--- config.mk ---
export PLATFORM = sky130hd
export DESIGN_NAME = vm_change_dispenser_flat
export DESIGN_NICKNAME = d
export VERILOG_FILES = /design/src/rtl/vm_change_dispenser_if.sv /design/src/rtl/vm_change_dispenser.sv /design/src/flat_wrapper.sv
export SDC_FILE = /design/constraint.sdc
export NUM_CORES = 1
export LEC_CHECK = 0
export CELL_PAD_IN_SITES_DETAIL_PLACEMENT = 0
export CELL_PAD_IN_SITES_GLOBAL_PLACEMENT = 1
export CORE_MARGIN = 4
export CORE_UTILIZATION = 48
export CTS_BUF_LIST = sky130_fd_sc_hd__clkbuf_16
export DETAILED_ROUTE_END_ITERATION = 16
export PLACE_DENSITY = 0.86
export SETUP_SLACK_MARGIN = 0.4
export SYNTH_ARGS = -nofsm -noshare
export SYNTH_HDL_FRONTEND = slang
export SYNTH_SLANG_ARGS = --single-unit
--- constraint.sdc ---
create_clock -name clk -period 20.8 [get_ports clk]
set_clock_uncertainty 0.1 [all_clocks]
set_input_delay 4.16 -clock clk [delete_from_list [all_inputs] [get_ports clk]]
set_output_delay 4.16 -clock clk [all_outputs]
set_load 0.03 [all_outputs]
--- src/rtl/vm_change_dispenser_if.sv ---
// ---------------------------------------------------------------------------
// vm_change_dispenser_if
//   Bundles the request, refill, coin-eject and status signals of the change
//   dispenser so that one interface port carries the whole block boundary.
//
//   master : vending controller / test side (drives request and refill)
//   slave  : the dispenser itself (drives pulses, status and inventory)
//
//   Signals
//     req_valid, req_amount      change request from the controller
//     req_ready                  dispenser can accept (IDLE only)
//     refill_valid/ten/five      inventory refill, applied while IDLE
//     coin10, coin5              one-cycle hopper eject pulses
//     done, err, err_code        completion / rejection status
//     busy                       dispenser not IDLE
//     ten_count, five_count      live coin inventory
//     paid_total                 only with VM_DISP_STATS_EN defined
// ---------------------------------------------------------------------------
interface vm_change_dispenser_if #(
    parameter int AMT_W = 8,
    parameter int CNT_W = 8
);
    logic             req_valid;
    logic             req_ready;
    logic [AMT_W-1:0] req_amount;
    logic             refill_valid;
    logic [CNT_W-1:0] refill_ten;
    logic [CNT_W-1:0] refill_five;
    logic             coin10;
    logic             coin5;
    logic             done;
    logic             err;
    logic [1:0]       err_code;
    logic             busy;
    logic [CNT_W-1:0] ten_count;
    logic [CNT_W-1:0] five_count;
`ifdef VM_DISP_STATS_EN
    logic [15:0]      paid_total;
`endif

    modport master (
        output req_valid, req_amount, refill_valid, refill_ten, refill_five,
        input  req_ready, coin10, coin5, done, err, err_code, busy,
               ten_count, five_count
`ifdef VM_DISP_STATS_EN
        , input paid_total
`endif
    );

    modport slave (
        input  req_valid, req_amount, refill_valid, refill_ten, refill_five,
        output req_ready, coin10, coin5, done, err, err_code, busy,
               ten_count, five_count
`ifdef VM_DISP_STATS_EN
        , output paid_total
`endif
    );
endinterface

--- src/rtl/vm_change_dispenser.sv ---
// ---------------------------------------------------------------------------
// vm_change_dispenser
//   Payout end of the vending machine coin path. Accepts a change amount in
//   rupees, pays it with ten-rupee coins first and five-rupee coins after,
//   one eject pulse per coin followed by PULSE_GAP idle cycles. Requests that
//   are not a multiple of 5 or cannot be paid exactly from the on-board
//   inventory are rejected without touching the inventory.
//
//   Ports
//     clk   rising-edge system clock
//     rst   asynchronous, active-high reset (aborts any payout)
//     bus   vm_change_dispenser_if.slave: request, refill, coin pulses,
//           done/err/err_code, busy, ten_count/five_count
//
//   Optional build macro
//     VM_DISP_STATS_EN : adds bus.paid_total, a saturating 16-bit running
//                        total of rupees ejected (reset 0).
// ---------------------------------------------------------------------------
module vm_change_dispenser #(
    parameter int AMT_W     = 8,
    parameter int CNT_W     = 8,
    parameter int PULSE_GAP = 2,
    parameter int INIT_TEN  = 16,
    parameter int INIT_FIVE = 16
) (
    input  logic                 clk,
    input  logic                 rst,
    vm_change_dispenser_if.slave bus
);

    // Common width for the CHECK arithmetic so amount and counts compare
    // zero-extended.
    localparam int WW    = ((AMT_W > CNT_W) ? AMT_W : CNT_W) + 1;
    localparam int GAP_W = (PULSE_GAP > 1) ? $clog2(PULSE_GAP) : 1;

    localparam logic [2:0] S_IDLE     = 3'd0;
    localparam logic [2:0] S_CHECK    = 3'd1;
    localparam logic [2:0] S_DISPENSE = 3'd2;
    localparam logic [2:0] S_GAP      = 3'd3;
    localparam logic [2:0] S_FIN      = 3'd4;

    logic [2:0]       state;
    logic [AMT_W-1:0] amount;
    logic [AMT_W-1:0] tens_left;
    logic [AMT_W-1:0] fives_left;
    logic [GAP_W-1:0] gap_cnt;
    logic             fin_err;
    logic [1:0]       err_code;
    logic [CNT_W-1:0] ten_count;
    logic [CNT_W-1:0] five_count;

    // CHECK-stage arithmetic
    logic [WW-1:0] amt_w;
    logic [WW-1:0] q10_w;
    logic [WW-1:0] tens_w;
    logic [WW-1:0] rem_w;
    logic [WW-1:0] fives_w;
    logic          mult5;
    logic          short_five;

    // Refill saturation
    logic [CNT_W:0]   ten_sum;
    logic [CNT_W:0]   five_sum;
    logic [CNT_W-1:0] ten_refilled;
    logic [CNT_W-1:0] five_refilled;

    logic coin10_q;
    logic coin5_q;

    always_comb begin
        amt_w      = WW'(amount);
        q10_w      = amt_w / WW'(10);
        tens_w     = (q10_w < WW'(ten_count)) ? q10_w : WW'(ten_count);
        // tens_w*10 never exceeds the amount, so this cannot underflow.
        rem_w      = amt_w - (tens_w * WW'(10));
        fives_w    = rem_w / WW'(5);
        mult5      = ((amt_w % WW'(5)) == '0);
        short_five = (fives_w > WW'(five_count));
    end

    always_comb begin
        ten_sum       = {1'b0, ten_count} + {1'b0, bus.refill_ten};
        five_sum      = {1'b0, five_count} + {1'b0, bus.refill_five};
        ten_refilled  = ten_sum[CNT_W]  ? '1 : ten_sum[CNT_W-1:0];
        five_refilled = five_sum[CNT_W] ? '1 : five_sum[CNT_W-1:0];
    end

    // Ten-rupee coins are paid while any remain, so the coin type is
    // decided purely by tens_left in the DISPENSE cycle.
    assign coin10_q = (state == S_DISPENSE) && (tens_left != '0);
    assign coin5_q  = (state == S_DISPENSE) && (tens_left == '0);

    always_ff @(posedge clk or posedge rst) begin
        if (rst) begin
            state      <= S_IDLE;
            amount     <= '0;
            tens_left  <= '0;
            fives_left <= '0;
            gap_cnt    <= '0;
            fin_err    <= 1'b0;
            err_code   <= '0;
            ten_count  <= CNT_W'(INIT_TEN);
            five_count <= CNT_W'(INIT_FIVE);
        end else begin
            case (state)
                S_IDLE: begin
                    if (bus.refill_valid) begin
                        ten_count  <= ten_refilled;
                        five_count <= five_refilled;
                    end
                    if (bus.req_valid) begin
                        amount   <= bus.req_amount;
                        err_code <= '0;
                        state    <= S_CHECK;
                    end
                end
                S_CHECK: begin
                    if (!mult5) begin
                        err_code <= 2'b01;
                        fin_err  <= 1'b1;
                        state    <= S_FIN;
                    end else if (short_five) begin
                        err_code <= 2'b10;
                        fin_err  <= 1'b1;
                        state    <= S_FIN;
                    end else if ((tens_w == '0) && (fives_w == '0)) begin
                        fin_err <= 1'b0;
                        state   <= S_FIN;
                    end else begin
                        tens_left  <= AMT_W'(tens_w);
                        fives_left <= AMT_W'(fives_w);
                        fin_err    <= 1'b0;
                        state      <= S_DISPENSE;
                    end
                end
                S_DISPENSE: begin
                    if (tens_left != '0) begin
                        tens_left <= tens_left - 1'b1;
                        ten_count <= ten_count - 1'b1;
                    end else begin
                        fives_left <= fives_left - 1'b1;
                        five_count <= five_count - 1'b1;
                    end
                    gap_cnt <= GAP_W'(PULSE_GAP - 1);
                    state   <= S_GAP;
                end
                S_GAP: begin
                    if (gap_cnt != '0) begin
                        gap_cnt <= gap_cnt - 1'b1;
                    end else if ((tens_left == '0) && (fives_left == '0)) begin
                        state <= S_FIN;
                    end else begin
                        state <= S_DISPENSE;
                    end
                end
                S_FIN: begin
                    state <= S_IDLE;
                end
                default: begin
                    state <= S_IDLE;
                end
            endcase
        end
    end

`ifdef VM_DISP_STATS_EN
    logic [15:0] paid_total;
    logic [15:0] paid_inc;

    always_comb begin
        paid_inc = coin10_q ? 16'd10 : (coin5_q ? 16'd5 : 16'd0);
    end

    always_ff @(posedge clk or posedge rst) begin
        if (rst) begin
            paid_total <= '0;
        end else if (paid_total > (16'hFFFF - paid_inc)) begin
            paid_total <= '1;
        end else begin
            paid_total <= paid_total + paid_inc;
        end
    end

    assign bus.paid_total = paid_total;
`endif

    assign bus.req_ready  = (state == S_IDLE);
    assign bus.busy       = (state != S_IDLE);
    assign bus.coin10     = coin10_q;
    assign bus.coin5      = coin5_q;
    assign bus.done       = (state == S_FIN) && !fin_err;
    assign bus.err        = (state == S_FIN) && fin_err;
    assign bus.err_code   = err_code;
    assign bus.ten_count  = ten_count;
    assign bus.five_count = five_count;

endmodule

--- src/flat_wrapper.sv ---
// flat-port wrapper written by rule: the top's interface ports become plain ports
module vm_change_dispenser_flat 
#(
    parameter int AMT_W     = 8,
    parameter int CNT_W     = 8,
    parameter int PULSE_GAP = 2,
    parameter int INIT_TEN  = 16,
    parameter int INIT_FIVE = 16
)
  (clk, rst, bus_req_valid, bus_req_amount, bus_refill_valid, bus_refill_ten, bus_refill_five, bus_req_ready, bus_coin10, bus_coin5, bus_done, bus_err, bus_err_code, bus_busy, bus_ten_count, bus_five_count);
  vm_change_dispenser_if #(.AMT_W(AMT_W), .CNT_W(CNT_W)) bus_i ();
  input  logic clk;
  input  logic rst;
  input wire logic [$bits(bus_i.req_valid)-1:0] bus_req_valid;
  input wire logic [$bits(bus_i.req_amount)-1:0] bus_req_amount;
  input wire logic [$bits(bus_i.refill_valid)-1:0] bus_refill_valid;
  input wire logic [$bits(bus_i.refill_ten)-1:0] bus_refill_ten;
  input wire logic [$bits(bus_i.refill_five)-1:0] bus_refill_five;
  output wire logic [$bits(bus_i.req_ready)-1:0] bus_req_ready;
  output wire logic [$bits(bus_i.coin10)-1:0] bus_coin10;
  output wire logic [$bits(bus_i.coin5)-1:0] bus_coin5;
  output wire logic [$bits(bus_i.done)-1:0] bus_done;
  output wire logic [$bits(bus_i.err)-1:0] bus_err;
  output wire logic [$bits(bus_i.err_code)-1:0] bus_err_code;
  output wire logic [$bits(bus_i.busy)-1:0] bus_busy;
  output wire logic [$bits(bus_i.ten_count)-1:0] bus_ten_count;
  output wire logic [$bits(bus_i.five_count)-1:0] bus_five_count;
  assign bus_i.req_valid = bus_req_valid;
  assign bus_i.req_amount = bus_req_amount;
  assign bus_i.refill_valid = bus_refill_valid;
  assign bus_i.refill_ten = bus_refill_ten;
  assign bus_i.refill_five = bus_refill_five;
  assign bus_req_ready = bus_i.req_ready;
  assign bus_coin10 = bus_i.coin10;
  assign bus_coin5 = bus_i.coin5;
  assign bus_done = bus_i.done;
  assign bus_err = bus_i.err;
  assign bus_err_code = bus_i.err_code;
  assign bus_busy = bus_i.busy;
  assign bus_ten_count = bus_i.ten_count;
  assign bus_five_count = bus_i.five_count;
  vm_change_dispenser #(.AMT_W(AMT_W), .CNT_W(CNT_W), .PULSE_GAP(PULSE_GAP), .INIT_TEN(INIT_TEN), .INIT_FIVE(INIT_FIVE)) u_core (.clk(clk), .rst(rst), .bus(bus_i));
endmodule
* Word level (Yosys, flattened, before mapping)
Index checks and enable logic that the tools add are counted.
** Word-level totals
- Flip-flop bits (word level) :: 47
- Bits of input ports :: 28
- Output and inout port bits :: 24
- Logic and storage cells :: 96
** Cells by class
- $add $sub $neg :: 8
- Multipliers :: 1
- Divide/modulo/power cells :: 3
- $lt $le $gt $ge :: 2
- Equal/unequal tests :: 13
- Mux-type cells :: 34
- Reductions and logical operators :: 26
** Operators with widths (number)
- 2-to-1 mux 8 bit :: 14
- one-hot mux 8 bit (2 select lines) :: 4
- subtractor 8 x 1 -> 8 bit, second input constant :: 4
- logical NOT 9 bit :: 3
- adder 8 x 8 -> 9 bit :: 2
- 2-to-1 mux 3 bit :: 6
- logical NOT 8 bit :: 2
- inequality test 2 bit, second input constant :: 7
- one-hot mux 3 bit (4 select lines) :: 1
- AND reduction 5 bit :: 2
- divider 8 x 4 -> 9 bit, second input constant :: 1
- divider 9 x 3 -> 9 bit, second input constant :: 1
- > comparator 9 x 8 -> 1 bit :: 1
- less-than comparator 9 x 8 -> 1 bit :: 1
- remainder unit 8 x 3 -> 9 bit, second input constant :: 1
- multiplier 9 x 3 -> 8 bit, second input constant :: 1
- 2-to-1 mux 9 bit :: 1
- AND reduction 3 bit :: 3
- subtractor 8 x 9 -> 9 bit :: 1
- nonzero test 2 bit :: 4
- nonzero test 8 bit :: 1
- equality test 3 x 2 -> 1 bit, second input constant :: 2
- logical AND 1 bit :: 6
- 2-to-1 mux 2 bit :: 3
- 12 further kinds :: 15

* Longest topological paths before layout
- Word-level depth :: 12
- Depth in mapped cells :: 57
- Depth with buffers taken out :: 52

* Worst setup path after synthesis
Ideal clock, no wire load.
- Path kind :: flip-flop to flip-flop
- Start :: reg u_core.amount[6]
- End :: reg u_core.tens_left[1]
- Setup time :: 0.123 ns
- Arrival time :: 9.900 ns
- Data required time :: 20.577 ns
- Slack :: 10.677 ns
- Cell stages (with the launch flop) :: 54
- Path buffers :: 6
- Clock period less this slack :: 10.123 ns
- Path through :: dfrtp_1 -> buf_2 -> inv_1 -> ha_1 -> clkbuf_1 -> or2_4 -> o21ai_1 -> nor4_1 -> nor3_1 -> a311o_1 -> o211ai_1 -> ha_1 -> a21o_1 -> a21o_1 -> a21oi_1 -> nor4_1 -> nor2_1 -> o221a_2 -> [18 not listed] -> nand2_1 -> a211o_1 -> a32o_1 -> inv_1 -> ha_1 -> nor2b_1 -> o21a_1 -> o21ai_0 -> nand2b_1 -> a21oi_1 -> nor2b_1 -> o21ai_0 -> a211oi_1 -> nor2_1 -> and3_4 -> o21ai_4 -> buf_6 -> o221a_1
** Between the ends
- Word-level cells in the longest chain between the ends :: 10
- Elaborated cells between the ends (all ways) :: 20
- Those cells by class :: add/sub (1); mul (1); div (3); order compare (2); eq/ne (3); mux (5); reduce/logical (5)
** Ends and longest elaborated chain
- start, declared :: line vm_change_dispenser.sv:43 : logic [AMT_W-1:0] amount;
- start signal, assigned :: line vm_change_dispenser.sv:112 : amount <= bus.req_amount;
- parallel branches: the longest is 10 deep, another holds divider 8 x 4 -> 9 bit
- end signal, assigned :: line vm_change_dispenser.sv:130 : tens_left <= AMT_W'(tens_w);
- end signal, assigned :: line vm_change_dispenser.sv:138 : tens_left <= tens_left - 1'b1;
- end, declared :: line vm_change_dispenser.sv:44 : logic [AMT_W-1:0] tens_left;
Several ways; the timed one is not identified. The select of a mux whose other input is x is not followed.
A chain may end at the register's enable or synchronous reset.

* Worst setup path in the final report
- Start :: reg u_core.amount[5]
- End :: reg u_core.fives_left[2]
** Between the ends
- Word-level cells in the longest chain between the ends :: 10
- Elaborated cells between the ends (all ways) :: 20
- Those cells by class :: add/sub (1); mul (1); div (3); order compare (2); eq/ne (3); mux (5); reduce/logical (5)
** Ends and longest elaborated chain
- parallel branches: the longest is 10 deep, another holds divider 8 x 4 -> 9 bit
- end signal, assigned :: line vm_change_dispenser.sv:131 : fives_left <= AMT_W'(fives_w);
- end signal, assigned :: line vm_change_dispenser.sv:141 : fives_left <= fives_left - 1'b1;
- end, declared :: line vm_change_dispenser.sv:45 : logic [AMT_W-1:0] fives_left;
Several ways; the timed one is not identified. The select of a mux whose other input is x is not followed.

==> impl_metrics.yaml <==
finish:
  final_layout_size_suffix_gt1_share_pct: 5.98
  nNetsFinal: 903
  n_fill_cell: 1205
  seq_area_sq_um: 1180
  stdcell_count: 992
  synthToLayoutAreaGrowth_pct: 11.8
  antennaDiodeCount: 0
  multiInputGateArea_sq_um: 4580
synthesis:
  synth-edff-count: 0
  synth_top_area_cell: "dfrtp_1"
  postSynthCellCount: 790
  post_synth.cell_area_avg_sq_um: 7.77
  synth_ff_type: "dfrtp_1"
  synth-seq-cells: 47
  synth-simple-area-share_pct: 22.7
  synth_area_leaders: "dfrtp_1 (18%), ha_1 (11%), a21oi_1 (5.5%)"
  yosys.area_share.xor_xnor_pct: 4.26
  synth-compound-area-share_pct: 33.4
  synth_adder_area_share_pct: 12.2
  ys_seq_area_share_pct: 19.2
  synth_top_family_by_area: "compound AO/OA/AOI/OAI gates"
  async_reset_ff_share_pct: 100
  yosysUniqueCellTypes: 92
  synthesis.area_sq_um: 6140
  synthMuxAreaShare_pct: 1.92
  yosys_warnings: 0
  yosys.area.top_type_share_pct: 18.4
clock_network:
  numCtsBuffers: 5
  ctsLongestPathBuffers: 2
  cts_max_level: 2
  worst_skew_pair.late_latency_ns: 0.29
  post-cts-setup-buffer-count: 0
  hold_buffers: 0
  post_cts_resized: 0
  clock-root-buffer: "clkbuf_16"
  cts_tree: "done"
  cts_sinks: 47
  clk_pin_slew_ns: 0.07
sta:
  fmax_mhz: 81.3
  final_max_slew_viol_count: 0
  fin_tns_setup_ns: 0
  setup-violations-final: 0
  rsz0062_at_grt: "no"
  hold_violations: 0
  slew_headroom_pct: 23.7
  period_needed_ns: 12.29
  worst_pin_slew_ns: 1.14
  worst_slack_ns: 8.51
  period_share_pct: 59.1
drt:
  ant_nets: 0
  drtIter0Drc: 459
  first_pass_iters: 7
  via_per_inst: 6.44
  vias: 6387
  wl_per_cell_microns: 17.6
  wl_mm: 17.5
  drc: 0
global_routing:
  grt.overflow.total: 0
  busiest_layer: "met2"
  grt_pass1_vias: 6135
  grtUsageMet2_pct: 39.8
  grtUsageTotal_pct: 23.7
  grt_max_degree: 48
  grt_antenna_before_repair: 0
  grt_pass1_wl_mm: 28.9
  grt_use_met3_pct: 2.61
  grtUsageMet1_pct: 32.2
floorplanning:
  start_util_pct: 48.8
  fp.dieArea_sq_um: 14700
  rows: 41
  io_pins: 52
  die_w_microns: 121
  fp.coreArea_sq_um: 12600
  die_y_microns: 121
worst_setup_path:
  startpoint_type: "flop"
  path_max_fanout: 25
  crit_path_frequent_cell: "ha_1"
  path_class: "reg2reg"
  end_kind: "flop"
  crit_required_ns: 20.87
  cpPeakStageDelay_ns: 0.64
  worst_ep_arrival_time_ns: 12.37
  slowest_stage: "dfrtp_1"
placement:
  place.gp.congestion: 0.915
  dp_slack_ns: 8.85
  dp_hpwl_mm: 13.4
  place_inst: 984
  numPortBuffers: 51
min_path:
  hp-class: "reg2reg"
run_status:
  outcome: "completed"
flow_run:
  maxCapViolCount: 0
==> area by class of cell <==
cell class,instances,area share [%]
Sequential cell,47,17.2
Tap cell,172,3.14
Inverter,59,3.23
Clock inverter,3,0.237
Timing Repair Buffer,53,7.66
Clock buffer,5,1.82
Multi-Input combinational cell,653,66.7
==> synthesized netlist by cell type, drive strengths merged, types with 4 or more instances <==
cell and n:
fa 4, a21o 18, o21a 9, nor3b 4, a221oi 9, nor4 12
o21ai 50, and2 5, o22ai 7, o22a 12, nand2b 13, xnor2 20
nand4 12, o31ai 5, buf 12, or4 7, mux2 6, a21oi 72
and3 6, a31oi 10, or2 7, mux2i 5, nand3 22, xor2 9
nor4b 9, o41ai 5, a32oi 6, clkbuf 20, o211ai 10, or3 7
nand2 55, a22oi 5, nor2 71, nor3 23, o221a 7, a211oi 17
dfrtp 45, nor2b 10, ha 52, inv 58
==> per-layer routing <==
| layer | wire length, microns | part of all wire [%] |
|---|---|---|
| met1 | 7900 | 45 |
| met2 | 8230 | 47 |
| met3 | 969 | 5.5 |
| met4 | 383 | 2.2 |
| met5 | 0 | 0 |
==> flip-flops by register name (all words and copies together) (netlist names) <==
| register | flops |
|---|---|
| u_core.fives_left | 8 |
| u_core.bus.five_count | 8 |
| u_core.gap_cnt | 1 |
| u_core.amount | 8 |
| u_core.fin_err | 1 |
| u_core.bus.ten_count | 8 |
| u_core.bus.err_code | 2 |
| u_core.state | 3 |
| u_core.tens_left | 8 |
==> layout by cell type, fill, tap and decap left out, types with 8 or more instances in the layout <==
cell type and count:
a211oi_1 13, a21o_1 18, a21oi_1 67, a221oi_1 8
a31oi_1 10, clkdlybuf4s50_1 51, dfrtp_1 45, ha_1 52
inv_1 56, nand2_1 55, nand2b_1 13, nand3_1 22
nand4_1 12, nor2_1 71, nor2b_1 10, nor3_1 21
nor4_1 11, nor4b_1 8, o211ai_1 10, o21a_1 9
o21ai_0 41, o22a_1 12, xnor2_1 19, xor2_1 9
==> worst max-delay path: cells and delay by family, from the launching register on <==
| family | cells | cell delay, ns |
|---|---|---|
| AO/OA/AOI/OAI | 25 | 5.77 |
| adder cells (fa/ha/maj) | 6 | 2.13 |
| buffers and inverters | 3 | 0.27 |
| flip-flops | 1 | 0.64 |
| AND/OR/NAND/NOR | 13 | 3.22 |
==> cells by family after synthesis <==
| group | Yosys count |
|---|---|
| buffers and inverters | 91 |
| AO/OA/AOI/OAI | 286 |
| adder cells (fa/ha/maj) | 58 |
| flip-flops | 47 |
| multiplexers | 11 |
| XOR/XNOR | 29 |
| AND/OR/NAND/NOR | 267 |
| other | 1 |
==> stage by stage <==
step | instance area (sq um) | util, % | hold slack (ns)
floorplan | 6140 | - | 0.362
global placement | 6720 | 53.5 | 0.413
detailed placement | 6720 | 53.5 | 0.426
CTS | 6860 | 54.6 | 0.435
global route | 6860 | 54.6 | 0.460
finish | 6860 | 54.6 | 0.430
==> worst paths after layout <==
kind,depth (start not counted),slack [ns],from,to
min in group asynchronous,2,4.36,rst,u_core.bus.ten_count[7]
max in group asynchronous,2,15.60,rst,u_core.amount[0]
min reg2reg,1,0.43,u_core.fives_left[5],u_core.fives_left[5]
max,47,8.51,u_core.amount[5],u_core.fives_left[2]
min,1,0.43,u_core.fives_left[5],u_core.fives_left[5]
max reg2reg,47,8.51,u_core.amount[5],u_core.fives_left[2]
Power is not shown: default switching activity piles up to over one toggle a cycle in this logic, so the estimate is an artifact.
